### src/rtl/bin2bcd_seq.sv
// Sequential double-dabble binary-to-BCD converter, one operand bit per clock.
// Optional two's-complement input with a sign output: define BIN2BCD_SIGNED_EN.
module bin2bcd_seq #(
    parameter int BIN_W  = 8,
    parameter int DIGITS = 3,
    parameter int CNT_W  = $clog2(BIN_W + 1)
) (
    input  logic                clk,
    input  logic                rst,
    input  logic                start,
    input  logic [BIN_W-1:0]    bin,
    output logic                busy,
    output logic                done,
    output logic [4*DIGITS-1:0] bcd,
    output logic                ovf
`ifdef BIN2BCD_SIGNED_EN
    ,
    output logic                sign
`endif
);

    localparam int BCD_W = 4 * DIGITS;

    typedef enum logic {
        IDLE  = 1'b0,
        SHIFT = 1'b1
    } state_t;

    state_t             state, state_nx;
    logic [BIN_W-1:0]   opnd, opnd_nx, opnd_ld;
    logic [BCD_W-1:0]   scr, scr_nx, scr_adj;
    logic [BCD_W-1:0]   bcd_nx;
    logic [CNT_W-1:0]   cnt, cnt_nx;
    logic               sticky, sticky_nx;
    logic               ovf_nx, done_nx;
`ifdef BIN2BCD_SIGNED_EN
    logic               neg_cap, neg_cap_nx, sign_nx;
`endif

    // Handshake: start is sampled only while idle (busy=0); the edge that
    // samples it also captures bin. busy stays high for BIN_W cycles, then
    // done pulses for one cycle together with the bcd/ovf update. start may
    // be held during that done cycle and is accepted at the following edge.
    assign busy = (state == SHIFT);

`ifdef BIN2BCD_SIGNED_EN
    assign opnd_ld = bin[BIN_W-1] ? (~bin + BIN_W'(1)) : bin;
`else
    assign opnd_ld = bin;
`endif

    // Every digit >= 5 gets +3 so that the following shift carries into the next digit.
    always_comb begin
        scr_adj = scr;
        for (int k = 0; k < DIGITS; k++) begin
            if (scr[4*k +: 4] >= 4'd5) begin
                scr_adj[4*k +: 4] = scr[4*k +: 4] + 4'd3;
            end
        end
    end

    always_comb begin
        state_nx  = state;
        opnd_nx   = opnd;
        scr_nx    = scr;
        sticky_nx = sticky;
        cnt_nx    = cnt;
        done_nx   = 1'b0;
        bcd_nx    = bcd;
        ovf_nx    = ovf;
`ifdef BIN2BCD_SIGNED_EN
        neg_cap_nx = neg_cap;
        sign_nx    = sign;
`endif
        case (state)
            IDLE: begin
                if (start) begin
                    state_nx  = SHIFT;
                    opnd_nx   = opnd_ld;
                    scr_nx    = '0;
                    sticky_nx = 1'b0;
                    cnt_nx    = CNT_W'(BIN_W);
`ifdef BIN2BCD_SIGNED_EN
                    neg_cap_nx = bin[BIN_W-1];
`endif
                end
            end
            SHIFT: begin
                opnd_nx   = {opnd[BIN_W-2:0], 1'b0};
                scr_nx    = {scr_adj[BCD_W-2:0], opnd[BIN_W-1]};
                sticky_nx = sticky | scr_adj[BCD_W-1];
                cnt_nx    = cnt - CNT_W'(1);
                if (cnt == CNT_W'(1)) begin
                    state_nx = IDLE;
                    done_nx  = 1'b1;
                    bcd_nx   = scr_nx;
                    ovf_nx   = sticky_nx;
`ifdef BIN2BCD_SIGNED_EN
                    sign_nx  = neg_cap;
`endif
                end
            end
            default: state_nx = IDLE;
        endcase
    end

    always_ff @(posedge clk or negedge rst) begin
        if (!rst) begin
            state <= IDLE;
        end else begin
            state <= state_nx;
        end
    end

    always_ff @(posedge clk or negedge rst) begin
        if (!rst) begin
            opnd   <= '0;
            scr    <= '0;
            sticky <= 1'b0;
            cnt    <= '0;
            done   <= 1'b0;
            bcd    <= '0;
            ovf    <= 1'b0;
`ifdef BIN2BCD_SIGNED_EN
            neg_cap <= 1'b0;
            sign    <= 1'b0;
`endif
        end else begin
            opnd   <= opnd_nx;
            scr    <= scr_nx;
            sticky <= sticky_nx;
            cnt    <= cnt_nx;
            done   <= done_nx;
            bcd    <= bcd_nx;
            ovf    <= ovf_nx;
`ifdef BIN2BCD_SIGNED_EN
            neg_cap <= neg_cap_nx;
            sign    <= sign_nx;
`endif
        end
    end

endmodule

### config.mk
export PLATFORM = sky130hd
export DESIGN_NAME = bin2bcd_seq
export DESIGN_NICKNAME = d
export VERILOG_FILES = /design/src/rtl/bin2bcd_seq.sv
export SDC_FILE = /design/constraint.sdc
export NUM_CORES = 1
export LEC_CHECK = 0
export ABC_AREA = 1
export CAP_MARGIN = 20
export CORE_ASPECT_RATIO = 2
export CORE_MARGIN = 5
export CORE_UTILIZATION = 56
export CTS_BUF_LIST = sky130_fd_sc_hd__clkbuf_8 sky130_fd_sc_hd__clkbuf_16
export DETAILED_ROUTE_END_ITERATION = 8
export DONT_BUFFER_PORTS = 1
export PLACE_DENSITY = 0.73
export SKIP_LAST_GASP = 1
export SLEW_MARGIN = 0
export SYNTH_ARGS = -nofsm -noshare
export SYNTH_HDL_FRONTEND = slang
export SYNTH_SLANG_ARGS = --single-unit
### constraint.sdc
create_clock -name clk -period 1.4 [get_ports clk]
set_input_delay 0.07 -clock clk [delete_from_list [all_inputs] [get_ports clk]]
set_output_delay 0.07 -clock clk [all_outputs]
set_load 0.02 [all_outputs]
==> summary by stage <==
Critical path
The worst reg2reg path endpoint is bcd[10]. The setup slack of the worst register-to-register path is 0.01 ns. The nature of the critical path endpoint is a flip-flop. Data on the critical path arrives at its endpoint at 1.63 ns. The type of the setup path with the least slack is reg2reg.

The capturing element of the worst setup path is bcd[10]. The worst register-to-register path begins at cnt[1]. For the worst flop-to-flop path, the logic depth is 8. The critical path starts at cnt[1]. Data on the critical path is required at its endpoint by 1.64 ns.

The maximum net fanout on the critical path is 5. The worst setup path is launched from a flip-flop.

Placed design
After detailed placement, the total cell area comes to 1978 sq um. The count of input and output buffers is 0. The final weighted congestion in routability-driven placement is 0.8401. The HPWL after detailed placement is 2.876 mm. The number of placed cells counting well taps is 255.

Layout
The antenna diode count is 0. The post-layout net count is 271. Compared with the post-synthesis result, the final layout area differs by 24.82%.

Summing all non-filler instances in the final layout gives an area of 2379 sq um. The fraction of layout instances using a drive strength above 1 is 22.53%. The final cell count without fillers is 285.

Floorplan
The die covers 4740 sq um. From bottom edge to top edge, the die measures 92.50 um. The initialized floorplan defines 30 standard-cell rows. 26 I/O pins were placed. The area of the core is 3341 sq um. For this configuration, the core starts out at a cell density of 57.04%. In this run the horizontal extent of the chip is 51.25 um.

CTS
The clock buffer count from CTS is 5. Clock tree synthesis found a total of 40 sinks. The depth of the CTS H-tree is 2. The post-CTS clock slew at the launch and capture registers of the worst setup and hold paths is 0.08 ns. The clock reaches the later pin of the worst-skew pair after 0.29 ns. The buffer depth of the longest clock path is 2. The tree is rooted in a clkbuf_8. TritonCTS built the clock tree.

Power
The peak supply drop is 1392 uV. The total design power is 6.007 mW. The power density of the placed cells is 2525 nW/um^2.

Summed over all cells, the static leakage comes to 1.185 nW.

GRT
The first global-routing pass estimated 7.389 mm of wire. The initial antenna violation count is 0. The aggregate global routing overflow is 0. The number of global-route vias before repair is 1643. The largest net degree at the start of global routing is 41. Across every metal layer, demand over resource in global routing totals 20.65%.

Timing
The final max-slew violation count came to 0. The number of setup violations in the final report is 0. After routing, the total negative slack on setup checks comes to 0 ns. Based on the critical path, the design can be clocked at up to 0.7199 GHz. The number of hold-slack violations in the final timing report was 0.

The worst pin sits at a relative slew slack of 77.75%. For the final database, setup skew stands at 0.005936 ns. At the pin with the least slew margin, the transition time is 0.3326 ns.

Setup repair after global routing could not meet its margin everywhere. The final critical-path share of the clock period is 99.23%. The clock period minus worst slack is 1.389 ns. The final worst hold slack is 0.01522 ns.

Job
The number of violations of the max-capacitance limit is 0.

Route
In the routed layout, each cell is associated on average with a via count of 5.818. The count of unresolved DRC violations after routing is 0. The count of nets left with antenna violations once routing finished came out at 0. The iteration count of the initial detailed-routing pass is 4. The via count is 1658.

The detailed router's first-iteration violation count is 45. The wire length reported by the detailed router is 4.725 mm. After detailed routing, the average wire length per cell comes to 16.58 um.

Synth
Summed over its instances, the top area cell type makes up 52.53% of the synthesized netlist area. Of all cell types, the one taking the most synthesized area is dfrtp_1. For this run, the leading register cell type out of synthesis is dfrtp_1. Synthesis inferred 40 register bits. Sorting the synthesized cells by area gives the leading types as dfrtp_1, nand2_1, nand3_1. Among all cell types in the netlist, the one instantiated most often is nand2_1. The number of synthesis warnings is 0. The number of flops mapped to enable cells by yosys is 0. The number of library cell types mapped by synthesis is 22. After technology mapping, the gate count stands at 220.

The mean cell area of the mapped netlist is 8.662 sq um. In the synthesized netlist, the cells that appear most often are nand2_1, dfrtp_1, nand3_1, inv_1, o21ai_0. The number of nets produced by synthesis is 239. After synthesis, the share of flip-flops with an asynchronous set or reset is 100.0%. The post-synthesis instance area is 1906 sq um.

After synthesis, flip-flops and latches occupy 52.53% of the total area.

Hold path
The worst hold path belongs to the class in2reg.

Run status
The flow ran to the end, and the final reports show no timing, DRC or antenna violations.
cell type report:
cell class | count | area [sq um]
clock buffers | 7 | 96.34
repair buffers | 31 | 281.5
flip-flops and latches | 40 | 1002
well taps | 32 | 40.04
inverters | 29 | 116.4
repair inverters | 1 | 6.256
fillers | 260 | 962.2
multi-input cells | 144 | 805.8
clock inverters | 1 | 30.03
routing by layer:
layer	global-route usage (%)	vias up	wire, um
met2	35.78	66	2648
met5	0	-	0
met4	11.38	0	182
met3	5.153	18	279
li1	-	788	-
met1	22.16	786	1614
power breakdown:
group          internal (mW)  leakage [nW]  switching (mW)  total, mW
sequential              1.69         0.493           0.637       2.32
clock                  0.629        0.0645           0.394       1.02
combinational           1.08         0.627            1.58       2.66
cells in the final DEF, fill, tap and decap left out, types with 4 or more instances in the layout:
master and n:
nand3_1 30, nand2_1 57, ha_1 4, nor2_1 4, inv_1 20, nand2_2 8, o22ai_1 5, o21ai_0 10
dfrtp_1 39, buf_4 17, o221ai_1 7, inv_2 8, clkbuf_8 7, dlygate4sd3_1 10
cell families (layout without fill, tap and decap cells):
logic type                 Yosys count  in the layout  share of synthesized area, %
adders and majority gates            8              8                         5.253
DFF                                 40             40                         52.53
AOI/OAI and AO/OA                   33             33                         11.03
buffers and inverters               36             69                         7.944
and+or+nand+nor                    103            103                         23.24
worst min path at each step:
stage | endpoint | start | depth (start not counted) | slack (ns)
after floorplan | bcd[0] | rst | 0 | -0.23
after global placement | scr[5] | rst | 0 | -0.22
after detailed placement | scr[5] | rst | 0 | -0.22
after CTS | sticky | start | 3 | 0.003
after global routing | sticky | start | 3 | 0.08
final | sticky | start | 3 | 0.02
registers in the layout, indices dropped and copies added, names as in the netlist:
register	count
done	1
busy	1
bcd	12
sticky	1
ovf	1
opnd	8
scr	12
cnt	4
critical path, stage by stage, from the launching register on:
cell     delay [ns]
dfrtp_1        0.40
inv_2          0.06
ha_1           0.14
nand2_2        0.07
nor3_4         0.20
buf_4          0.17
buf_4          0.14
nand3_1        0.08
nand2_1        0.06
per-stage QoR:
step	setup slack, ns	util (%)
floorplan	0.08197	-
global placement	-0.03878	59.21
detailed placement	-0.1552	59.21
CTS	0.001826	66.74
global route	-0.07081	71.20
finish	0.01084	71.20
timing repair:
action                                  CTS  global route
cloned                                    0             2
endpoints found under the setup margin   12            24
hold endpoints to repair                 49             0
pin swaps                                 1             8
setup buffers                             0             9
gates resized for setup                   4            31
hold buffers                             11             0
Note: power is estimated with default switching activity, not from simulation.
